--- config.mk ---
export PLATFORM = sky130hd
export DESIGN_NAME = mod_block_collector
export DESIGN_NICKNAME = d
export VERILOG_FILES = /design/src/rtl/aes_pkg.sv /design/src/rtl/mod_block_collector_word_counter.sv /design/src/rtl/mod_block_collector.sv
export SDC_FILE = /design/constraint.sdc
export NUM_CORES = 1
export LEC_CHECK = 0
export ABC_AREA = 1
export BUFFER_PORTS_ARGS = -buffer_cell sky130_fd_sc_hd__buf_4
export CELL_PAD_IN_SITES_DETAIL_PLACEMENT = 1
export CELL_PAD_IN_SITES_GLOBAL_PLACEMENT = 2
export CORE_MARGIN = 3
export CORE_UTILIZATION = 26
export CTS_BUF_LIST = sky130_fd_sc_hd__clkbuf_8
export CTS_CLUSTER_SIZE = 16
export DETAILED_ROUTE_END_ITERATION = 8
export GPL_TIMING_DRIVEN = 0
export PLACE_DENSITY_LB_ADDON = 0.1
export SYNTH_ARGS = -nofsm -noshare
export SYNTH_HDL_FRONTEND = slang
export SYNTH_SLANG_ARGS = --single-unit
export TNS_END_PERCENT = 10
--- constraint.sdc ---
create_clock -name clk -period 2.4 [get_ports clk]
set_input_delay 0.48 -clock clk [delete_from_list [all_inputs] [get_ports clk]]
set_output_delay 0.48 -clock clk [all_outputs]
set_load 0.1 [all_outputs]
--- src/rtl/aes_pkg.sv ---
// Shared AES datapath types: word/state byte arrays and the collector FSM encoding.
// No logic; consumed by the demux, collector, addRoundKey and encrypter.
// Backpressure: n/a.
package aes_pkg;

    localparam int N  = 4;
    localparam int NB = 16;

    typedef logic [N-1:0][7:0]  word_t;
    typedef logic [NB-1:0][7:0] state_t;

    typedef enum logic {
        COLLECT = 1'b0,
        FULL    = 1'b1
    } collector_state_e;

endpackage

--- src/rtl/mod_block_collector_word_counter.sv ---
// Saturating 0..WPB word counter with synchronous rst/clr and a load-to-one path.
// Latency: count updates one cycle after the request.
// Backpressure: none; the caller qualifies inc/clr/load1 with its handshakes.
module mod_word_counter #(
    parameter int WPB = 4,
    parameter int CW  = $clog2(WPB + 1)
) (
    input  logic          clk,
    input  logic          rst,
    input  logic          clr,
    input  logic          inc,
    input  logic          load1,
    output logic [CW-1:0] cnt
);

    // load1 outranks clr: a word arriving as the full block leaves starts the next block
    always_ff @(posedge clk) begin
        if (rst) begin
            cnt <= '0;
        end else if (load1) begin
            cnt <= CW'(1);
        end else if (clr) begin
            cnt <= '0;
        end else if (inc && (cnt != CW'(WPB))) begin
            cnt <= cnt + CW'(1);
        end
    end

endmodule

--- src/rtl/mod_block_collector.sv ---
// Packs WPB consecutive N-byte words into one NB-byte AES state block (MOD_BLOCK_COLLECTOR_WORDSWAP_EN reverses word order).
// Latency: out_valid rises the cycle after the last word of a block is accepted.
// Backpressure: while a block is held, in_ready follows out_ready so a word only enters as the block leaves.
module mod_block_collector
    import aes_pkg::*;
(
    input  logic                          clk,
    input  logic                          rst,
    input  logic                          clr,
    input  logic                          in_valid,
    output logic                          in_ready,
    input  logic [N-1:0][7:0]             in_data,
    output logic                          out_valid,
    input  logic                          out_ready,
    output logic [NB-1:0][7:0]            out_data,
    output logic [$clog2(NB/N+1)-1:0]     word_cnt
);

    localparam int WPB = NB / N;
    localparam int CW  = $clog2(WPB + 1);
    localparam int IW  = (WPB > 1) ? $clog2(WPB) : 1;

    collector_state_e state, state_nxt;

    logic          cnt_clr;
    logic          cnt_inc;
    logic          cnt_load1;
    logic          wr_en;
    logic [IW-1:0] wr_slot;
    logic [IW-1:0] wr_idx;
    logic [CW-1:0] cnt;

    mod_word_counter #(
        .WPB (WPB),
        .CW  (CW)
    ) u_word_counter (
        .clk   (clk),
        .rst   (rst),
        .clr   (cnt_clr),
        .inc   (cnt_inc),
        .load1 (cnt_load1),
        .cnt   (cnt)
    );

    assign word_cnt = cnt;

    always_ff @(posedge clk) begin
        if (rst) begin
            state <= COLLECT;
        end else begin
            state <= state_nxt;
        end
    end

    always_comb begin
        state_nxt = state;
        in_ready  = 1'b1;
        out_valid = 1'b0;
        cnt_clr   = 1'b0;
        cnt_inc   = 1'b0;
        cnt_load1 = 1'b0;
        wr_en     = 1'b0;
        wr_slot   = '0;
        case (state)
            COLLECT: begin
                // clr wins over a concurrent word: the word is dropped
                if (clr) begin
                    cnt_clr = 1'b1;
                end else if (in_valid) begin
                    wr_en   = 1'b1;
                    cnt_inc = 1'b1;
                    wr_slot = cnt[IW-1:0];
                    if (cnt == CW'(WPB - 1)) begin
                        state_nxt = FULL;
                    end
                end
            end
            FULL: begin
                in_ready  = out_ready;
                out_valid = 1'b1;
                if (out_ready) begin
                    state_nxt = COLLECT;
                    if (in_valid) begin
                        cnt_load1 = 1'b1;
                        wr_en     = 1'b1;
                    end else begin
                        cnt_clr = 1'b1;
                    end
                end
            end
            default: begin
                state_nxt = COLLECT;
            end
        endcase
    end

`ifdef MOD_BLOCK_COLLECTOR_WORDSWAP_EN
    assign wr_idx = IW'(WPB - 1) - wr_slot;
`else
    assign wr_idx = wr_slot;
`endif

    // in_data is only captured under wr_en, so X on an idle bus never reaches out_data
    always_ff @(posedge clk) begin
        if (rst) begin
            out_data <= '0;
        end else if (wr_en) begin
            out_data[N * int'(wr_idx) +: N] <= in_data;
        end
    end

endmodule

==> results.sh <==
export IMPL_rsz0062_at_grt="yes"
export IMPL_hold_viol=0
export IMPL_rows=55
export IMPL_finalCritPeriodShare=0.941
export IMPL_hold_buffers=0
export IMPL_grt_overflow=0
export IMPL_io_buffers=167
export IMPL_period_needed_ps=2260
export IMPL_synth_area_top_cells="dfxtp_1 (44%), nor2_1 (13%), nand2_1 (13%)"
export IMPL_wl_met2_mm=11.0
export IMPL_vias_per_cell=4.33
export IMPL_r2r_slack_ps=140
export IMPL_cts_clk_slew_worst_paths_ps=90
export IMPL_cts_root_buf="clkbuf_8"
export IMPL_routed_wl_mm=23.2
export IMPL_layout_common_cells="nor2_1 (206), nand2_1 (203), buf_4 (174)"
export IMPL_drt_iter0_drc=234
export IMPL_yosysTopAreaCell="dfxtp_1"
export IMPL_synth_distinct_cells=24
export IMPL_routedWlPerCell_um=16.4
export IMPL_required_ps=2790
export IMPL_dp_hpwl_mm=18.0
export IMPL_fin_skew_ps=9.66
export IMPL_synth_seq_cells=132
export IMPL_r2r_start="state$_SDFF_PP0_"
export IMPL_place_gp_congestion=0.750
export IMPL_grt_pass1_vias=6396
export IMPL_highest_layer="met4"
export IMPL_setup_viol=0
export IMPL_track_usage=0.182
export IMPL_p_per_area_nw_per_um2=624
export IMPL_vias=6142
export IMPL_synth_top_family_by_area="simple AND/OR/NAND/NOR gates"
export IMPL_area_delta_synth_final_pct=36.5
export IMPL_leakage_nw=3.61
export IMPL_cts_sinks=132
export IMPL_avgSynthCellArea_um2=6.73
export IMPL_path_class="flip-flop to flip-flop"
export IMPL_whs_path_depth=3
export IMPL_worst_r2r_cell_count=11
export IMPL_synth_fa_ha_area_frac=0.0124
export IMPL_grt_first_pass_wirelength_mm=36.3
export IMPL_whs_endpoint="out_data[8]$_SDFFE_PP0P_"
export IMPL_route_met3_wl_um=745
export IMPL_grt_antenna_before_repair=0
export IMPL_min_from="in_data[8]"
export IMPL_synth_simple_area_share=0.343
export IMPL_start_util=0.266
export IMPL_yosys_warnings=0
export IMPL_fp_dieH_um=159
export IMPL_grt_max_degree=17
export IMPL_synthMuxAreaShare=0
export IMPL_clockBufferDepth=2
export IMPL_synth_top_cell_area_share=0.435
export IMPL_post_route_drc_count=0
export IMPL_dr_pass1_iters=4
export IMPL_hold_path_class="input port to flip-flop"
export IMPL_cts_buffers=17
export IMPL_clk_latency_ps=450
export IMPL_tightest_slew_ps=681
export IMPL_cts_max_level=4
export IMPL_utilization=0.364
export IMPL_drive_above_1_share=0.237
export IMPL_core_area_um2=22800
export IMPL_synthCells=902
export IMPL_hold_worst_slack_ps=279
export IMPL_ir_worst_vdd_mv=0.299
export IMPL_syn_nets=945
export IMPL_synth_compound_area_frac=0.114
export IMPL_cts_tree="done"
export IMPL_synth_area_um2=6070
export IMPL_wl_met1_mm=11.1
export IMPL_drv_slew=0
export IMPL_ios=170
export IMPL_drv_cap=0
export IMPL_r2r_end="out_data[77]$_SDFFE_PP0P_"
export IMPL_worstSetupEndpointType="flip-flop"
export IMPL_seq_area_frac_synth=0.435
export IMPL_antenna_cells=0
export IMPL_max_freq_mhz=443
export IMPL_ant_nets=0
export IMPL_relSlewSlack=0.546
export IMPL_synth_xor_area_frac=0
export IMPL_layout_commonest_cell="nor2_1"
export IMPL_worstPathMaxFanout=11
export IMPL_dieArea_um2=25200
export IMPL_outcome="completed"
export IMPL_nets=1136
export IMPL_die_w_um=159
export IMPL_crit_arrival_ps=2650
export IMPL_startpoint_type="flip-flop"
-- per-stage QoR --
stage	area (um2)	power, W	instances	setup slack [ps]	TNS (ps)
after global routing	8280	0.00540	1419	-22.8	-122
after detailed placement	7720	0.00301	1382	-751	-61700
final	8280	0.00516	1419	142	0
after floorplan	6070	0.00280	902	26.0	0
after CTS	8240	0.00524	1416	52.0	0
after global placement	7720	0.00301	1382	-763	-62030
-- how the worst max path moves through the flow --
stage / endpoint / cells after the start / from / slack [ps]
floorplan: out_data[96]$_SDFFE_PP0P_ / 8 / u_word_counter.cnt[0]$_SDFFE_PP0P_ / 30
global placement: out_data[102]$_SDFFE_PP0P_ / 10 / in_valid / -760
detailed placement: out_data[101]$_SDFFE_PP0P_ / 10 / clr / -750
CTS: out_data[76]$_SDFFE_PP0P_ / 11 / u_word_counter.cnt[1]$_SDFFE_PP0P_ / 50
global route: out_data[92]$_SDFFE_PP0P_ / 12 / state$_SDFF_PP0_ / -20
finish: out_data[77]$_SDFFE_PP0P_ / 11 / state$_SDFF_PP0_ / 140
-- critical path, cell delays in order (launching register included) --
cell	delay (ps)
dfxtp_2	390
nor2_4	210
nand3_4	110
buf_2	210
ha_1	310
buf_2	170
clkbuf_2	220
nor2_1	210
nand3_1	120
nor2_1	140
nor2_1	60
nor2_1	70
-- synthesized netlist by cell type --
cell,n
dfxtp_1,132
ha_1,6
nand2_1,203
nand3b_1,33
nor2_4,2
inv_2,3
nand4_1,1
nand2_2,1
nor2_1,216
nor3_1,1
buf_4,1
clkbuf_1,38
o21ai_1,1
clkinv_1,1
buf_2,24
nor3_2,1
nand3_4,1
nand3_2,1
a21boi_0,32
a21oi_1,60
o21ai_0,29
buf_1,2
nand3_1,37
inv_1,76
-- final cells by class --
type                       count  area, um2
sequential                   132       2650
inverter                      80        300
multi-input combinational    625       2880
clock inverter                14        211
tap                          313        392
fill                        2904      14500
timing repair buffer         172       1290
clock buffer                  18        248
buffer                        65        314
-- metal layers --
layer / vias to the layer above / GRT usage
met1: 2811 / 0.239
met4: 0 / 0.0577
met3: 22 / 0.0313
met2: 121 / 0.304
met5: - / 0
li1: 3188 / -
-- registers in the layout (all words and copies together), names as in the netlist --
| name | flops |
|---|---|
| state | 1 |
| u_word_counter.cnt | 3 |
| out_data | 128 |
-- cells by family after synthesis --
group,Yosys count
flops,132
buf+inv,145
simple gates,497
fa+ha+maj,6
compound gates,122
-- power breakdown --
| part | internal, W | switching [W] | total, W |
|---|---|---|---|
| Sequential | 0.00223 | 0.0000244 | 0.00226 |
| Combinational | 0.000166 | 0.000537 | 0.000704 |
| Clock | 0.00126 | 0.000947 | 0.00221 |
| Total | 0.00366 | 0.00151 | 0.00516 |
-- timing repair --
item,4_1_cts,5_1_grt
hold endpoints to repair,0,0
buffers inserted,2,3
gates cloned,0,0
resized for setup,23,14
setup endpoints to repair,117,92
pin swaps,1,2
Power figures use the tool's default switching activity.
